===== src/rtl/hazard_stall_unit.sv =====
// rtl/hazard_stall_unit.sv - pipeline hazard detector: load-use bubble, memory-wait freeze, branch flush, stall counter
module hazard_stall_unit (
  input  logic        clk,
  input  logic        rst,
  input  logic [4:0]  IF_ID_read_reg1,
  input  logic [4:0]  IF_ID_read_reg2,
  input  logic        IF_ID_uses_rs1,
  input  logic        IF_ID_uses_rs2,
  input  logic        IF_ID_is_branch,
  input  logic        branch_taken,
  input  logic [4:0]  ID_EXE_written_reg,
  input  logic [1:0]  ID_EXE_DatatoReg,
  input  logic        EXE_MEM_mem_access,
  input  logic        mem_ready,
  input  logic        count_clear,
  output logic        PC_write_en,
  output logic        IF_ID_write_en,
  output logic        ID_EXE_bubble,
  output logic        IF_ID_flush,
  output logic        pipe_freeze,
  output logic [1:0]  stall_state,
  output logic [15:0] stall_count
);

  typedef enum logic [1:0] {
    RUN        = 2'b00,
    LOAD_STALL = 2'b01,
    MEM_WAIT   = 2'b10
  } state_t;

  state_t state;
  state_t next_state;

  logic load_use;
  logic mem_stall;
  logic pc_en;
  logic ifid_en;
  logic bubble;
  logic freeze;

  assign load_use = (ID_EXE_DatatoReg == 2'b01) && (ID_EXE_written_reg != 5'd0) &&
                    ((IF_ID_uses_rs1 && (IF_ID_read_reg1 == ID_EXE_written_reg)) ||
                     (IF_ID_uses_rs2 && (IF_ID_read_reg2 == ID_EXE_written_reg)));
  assign mem_stall = EXE_MEM_mem_access && !mem_ready;

  // MEM_WAIT release evaluates like RUN, so a load-use deferred by a freeze still gets its bubble
  always_comb begin
    pc_en      = 1'b1;
    ifid_en    = 1'b1;
    bubble     = 1'b0;
    freeze     = 1'b0;
    next_state = RUN;
    case (state)
      RUN, LOAD_STALL, MEM_WAIT: begin
        if (mem_stall) begin
          pc_en      = 1'b0;
          ifid_en    = 1'b0;
          freeze     = 1'b1;
          next_state = MEM_WAIT;
        end else if (load_use && (state != LOAD_STALL)) begin
          pc_en      = 1'b0;
          ifid_en    = 1'b0;
          bubble     = 1'b1;
          next_state = LOAD_STALL;
        end
      end
      default: next_state = RUN;
    endcase
  end

  assign PC_write_en    = !rst && pc_en;
  assign IF_ID_write_en = !rst && ifid_en;
  assign ID_EXE_bubble  = !rst && bubble;
  assign pipe_freeze    = !rst && freeze;
  assign IF_ID_flush    = !rst && IF_ID_is_branch && branch_taken && pc_en && !freeze;
  assign stall_state    = state;

  always_ff @(posedge clk or posedge rst) begin
    if (rst) begin
      state       <= RUN;
      stall_count <= 16'd0;
    end else begin
      state <= next_state;
      if (count_clear)
        stall_count <= 16'd0;
      else if (!pc_en && (stall_count != 16'hFFFF))
        stall_count <= stall_count + 16'd1;
    end
  end

endmodule


===== config.mk =====
export PLATFORM = sky130hd
export DESIGN_NAME = hazard_stall_unit
export DESIGN_NICKNAME = d
export VERILOG_FILES = /design/src/rtl/hazard_stall_unit.sv
export SDC_FILE = /design/constraint.sdc
export NUM_CORES = 1
export LEC_CHECK = 0
export BUFFER_PORTS_ARGS = -buffer_cell sky130_fd_sc_hd__buf_2
export CAP_MARGIN = 10
export CELL_PAD_IN_SITES_DETAIL_PLACEMENT = 0
export CELL_PAD_IN_SITES_GLOBAL_PLACEMENT = 1
export CORE_MARGIN = 8
export CORE_UTILIZATION = 34
export DETAILED_ROUTE_END_ITERATION = 7
export PLACE_DENSITY = 0.8
export SETUP_SLACK_MARGIN = 0.05
export SLEW_MARGIN = 20
export SYNTH_ARGS = -nofsm -noshare
export SYNTH_HDL_FRONTEND = slang
export SYNTH_SLANG_ARGS = --single-unit

===== constraint.sdc =====
create_clock -name clk -period 2.2 [get_ports clk]
set_input_delay 0.22 -clock clk [delete_from_list [all_inputs] [get_ports clk]]
set_output_delay 0.22 -clock clk [all_outputs]
set_load 0.005 [all_outputs]

Word level (Yosys, flattened, before mapping)
Index checks and enable logic that the tools add are counted.
{"block": "op_classes", "reduce_logical": 23, "bitwise_logic": 0, "eq_ne": 7, "n_shift": 0, "n_mul": 0, "magnitude_cmp": 0, "n_div": 0, "n_mux": 13, "n_addsub": 1}
{"operator": "$mux 16", "count": 2}
{"operator": "$add 16x1->16 const B", "count": 1}
{"operator": "$ne 16x16->1 const B", "count": 1}
{"operator": "$logic_and 1x1->1", "count": 14}
{"operator": "$eq 5x5->1", "count": 2}
{"operator": "$mux 1", "count": 9}
{"operator": "$reduce_bool 5->1", "count": 1}
{"operator": "$eq 2x1->1 const B", "count": 2}
{"operator": "$logic_not 1->1", "count": 4}
{"operator": "$mux 2", "count": 2}
{"operator": "$reduce_or 3->1", "count": 1}
{"operator": "$eq 2x2->1 const B", "count": 1}
{"operator": "$logic_not 2->1", "count": 1}
{"operator": "$ne 2x1->1 const B", "count": 1}
{"operator": "$reduce_bool 2->1", "count": 1}
{"operator": "$logic_or 1x1->1", "count": 1}
{"block": "word_totals", "reg_bits": 18, "ramBits": 0, "wordCells": 46, "romBits": 0, "memories": 0, "latch_bits": 0}

Logic depth before layout (Yosys ltp)
{"block": "depth", "ltp_word": 12, "ltp_mapped": 8, "mapped_depth_nobuf": 7}

Least setup slack after synthesis
OpenSTA, ideal clock, no wires.
{"block": "synth_timing", "kind": "register -> register", "startpoint": "register stall_count[0]", "endpoint": "register stall_count[1]", "setup_ns": 0.132, "path_slack_ns": 0.321, "stages_incl_launch_ff": 9, "arrival_time_ns": 1.747, "path_cell_list": "dfrtp_1 > ha_1 > nand4_1 > nor4_1 > inv_1 > a31oi_2 > buf_6 > mux2i_1 > nor2_1"}
{"block": "synth_between", "elab_chain_cells": 3}
{"item": "from (decl)", "line": "22", "text": "output logic [15:0] stall_count"}
{"item": "from (signal assigned)", "line": "87", "text": "stall_count <= stall_count + 16'd1;"}
{"item": "$add 16x1->16 / $ne 16x16->1 (equally long branches)", "line": "87, 86"}
{"item": "$mux 16 / $logic_and 1x1->1 (equally long branches)", "line": "86", "text": "else if (!pc_en && (stall_count != 16'hFFFF))"}
{"item": "$mux 16 / $reduce_bool 2->1 (equally long branches)"}
Several ways; a longest one is shown, not always the timed one. The select of a mux whose other input is x is not followed.
A chain may end at the register's enable or synchronous reset.

Worst setup path in the final report
{"block": "layout_timing", "startpoint": "register stall_count[1]", "endpoint": "register stall_count[1]"}
Same word-level chain as after synthesis.

==> results.ini <==
[timing]
min_period_ps=2020
worstMarginPinSlew_ps=679
maxSlewViolCount=0
hold_ws_ps=50.3
hold_violations=0
post-route-period-util_pct=91.9
fmax_mhz=495
tns_ps=0
relSlewSlack_pct=54.7
clock_skew_ps=4.41
setup_viol=0

[clocking]
cts_sinks=18
cts_tree=built
root_buffer=clkbuf_4
clock_latency_ps=290
clk_path_buf_depth=2
ctsHtreeMaxLevel=1
clk_pin_slew_ps=110
cts_buffers=3

[worst_setup_path]
critPathMaxStageDelay_ps=410
required_ps=2370
critical_path_buf_inv_count=2
r2r_start=stall_count[1]
critical-path-top-delay-family=simple AND/OR/NAND/NOR gates
path_class=reg -> reg
setup.worst_path.start=stall_count[1]
cp-start-kind=flip-flop
path_cells=ha_2, nand4_1, nor4_2, inv_1, a31oi_2, buf_6, mux2i_1, nor2_1
path_max_fanout=12
slowest_stage=dfrtp_1
crit_arrival_ps=2200
worst_setup_path_end_kind=flip-flop

[synthesis]
synth_area_leader_cell=dfrtp_1
synth-seq-area-share_pct=37.6
synthCells=138
async_flop_share_pct=100
synthesis.area_um2=1200
syn_nets=165
yosysTopAreaCellShare_pct=37.6
synthFlopType=dfrtp_1
synth_edf_count=0
yosysMostFrequentCell=dfrtp_1
yosysUniqueCellTypes=37
yosys-top-cells-area=dfrtp_1, xnor2_1, a21oi_1, nor2_1, nand2_1
synth_seq_cells=18
synth_common_cells=dfrtp_1, nor2_1, nand2_1
ys_warn_count=0
avgSynthCellArea_um2=8.69

[global_routing]
grt_antenna_before_repair=0
grt_overflow=0
grt_pass1_wl_um=5160
grt_usage_pct=11.4
grt_pass1_vias=1220
grt_max_degree=19

[run]
cap_violations=0

[place]
dp_hpwl_um=2610
place.gp.congestion=0.813
postPlaceCellArea_um2=1480
place.port_buffers=48

[routing]
drtIter0Drc=17
totalWireLength_um=3340
vias=1227
viasPerCell=5.20
drtAntennaViolNets=0
drc=0
drtPass1Iterations=4
wire_per_inst_um=14.1

[floorplan]
core_area_um2=3360
die_w_um=75.4
dieArea_um2=5680
start_util_pct=35.6
die_y_um=75.4
rows=21
pin_count=49

[final_layout]
layout-drive-gt1-share_pct=35.8
n_antenna_cell=0
synthToLayoutAreaGrowth_pct=29.6
n_fill_cell=354
regArea_um2=450
multiInputGateArea_um2=713
layout.nets=218
final_area_um2=1550

[min_path]
hp-class=in -> async

[pwr]
powerDensity_nw_per_um2=419
p_leak_nw=0.692
ir_drop_uv=291

[status]
outcome=finished clean

==> per-layer routing <==
| metal | global-route usage, % | vias up | share of wire (%) |
|---|---|---|---|
| li1 | - | 607 | - |
| met1 | 12.7 | 559 | 40 |
| met2 | 19.5 | 57 | 45 |
| met3 | 4.08 | 4 | 13 |
| met4 | 4.26 | 0 | 1.2 |
| met5 | 0 | - | 0 |
==> power by group <==
group          switching, mW  leakage, nW  internal (mW)
combinational         0.0581        0.421         0.0508
sequential           0.00326        0.250          0.334
clock                  0.103       0.0210          0.101
total                  0.165        0.692          0.486
==> cell usage in the layout, fill, tap and decap left out, types with 2 or more instances in the layout <==
cell	n
a31oi_1	2
mux2_2	2
a21oi_1	11
nor2_1	14
nor4_1	2
or3_1	7
buf_4	3
xnor2_1	11
nand2_1	13
or4_1	2
clkbuf_4	3
o21ai_0	7
a31oi_2	2
nor2b_1	2
inv_1	6
dfrtp_1	18
buf_2	48
nand4_1	5
nand3_1	5
o31ai_1	2
nor3_1	5
==> layout make-up <==
cell class / count / area share (%)
multi-input combinational: 110 / 45.9
clock buffer: 4 / 2.33
timing repair buffer: 52 / 17.6
tap: 46 / 3.70
inverter: 6 / 1.45
sequential: 18 / 29.0
==> final timing paths <==
path | cells past startpoint | slack, ps | to
worst max-delay path | 8 | 180 | stall_count[1]
worst min-delay path | 2 | 50 | stall_state[1]
worst max register to register | 8 | 180 | stall_count[1]
worst min register to register | 2 | 580 | stall_count[15]
max in group asynchronous | 2 | 1720 | stall_count[0]
min in group clk | 3 | 200 | stall_state[0]
==> worst register-to-register path, stage by stage, from the launching register on <==
cell	delay, ps
dfrtp_1	410
ha_2	240
nand4_1	170
nor4_2	330
inv_1	120
a31oi_2	220
buf_6	170
mux2i_1	180
nor2_1	50
==> timing repair <==
action | 4_1_cts | 5_1_grt
setup endpoints to repair | 0 | 8
gates resized for setup | 0 | 4
hold buffers | 0 | 0
buffers inserted | 0 | 3
==> per-stage QoR <==
stage / utilization (%) / setup slack, ps / cells / power, mW
floorplan: - / 321 / 138 / 0.405
detailed placement: 43.9 / 152 / 229 / 0.450
CTS: 45.0 / 113 / 233 / 0.655
finish: 46.2 / 179 / 236 / 0.651
global route: 46.2 / -25.8 / 236 / 0.687
global placement: 43.9 / 218 / 229 / 0.446
==> sequential cells by signal, summed over array words and instances (netlist names) <==
| name | count |
|---|---|
| stall_state | 2 |
| stall_count | 16 |
==> cell families after synthesis <==
| family | synth area share (%) |
|---|---|
| xor+xnor | 8.77 |
| mux | 2.71 |
| compound gates | 19.3 |
| flops | 37.6 |
| simple gates | 26.5 |
| buf+inv | 4.07 |
| fa+ha+maj | 1.04 |
No activity file was read; power rests on OpenSTA's default activity.
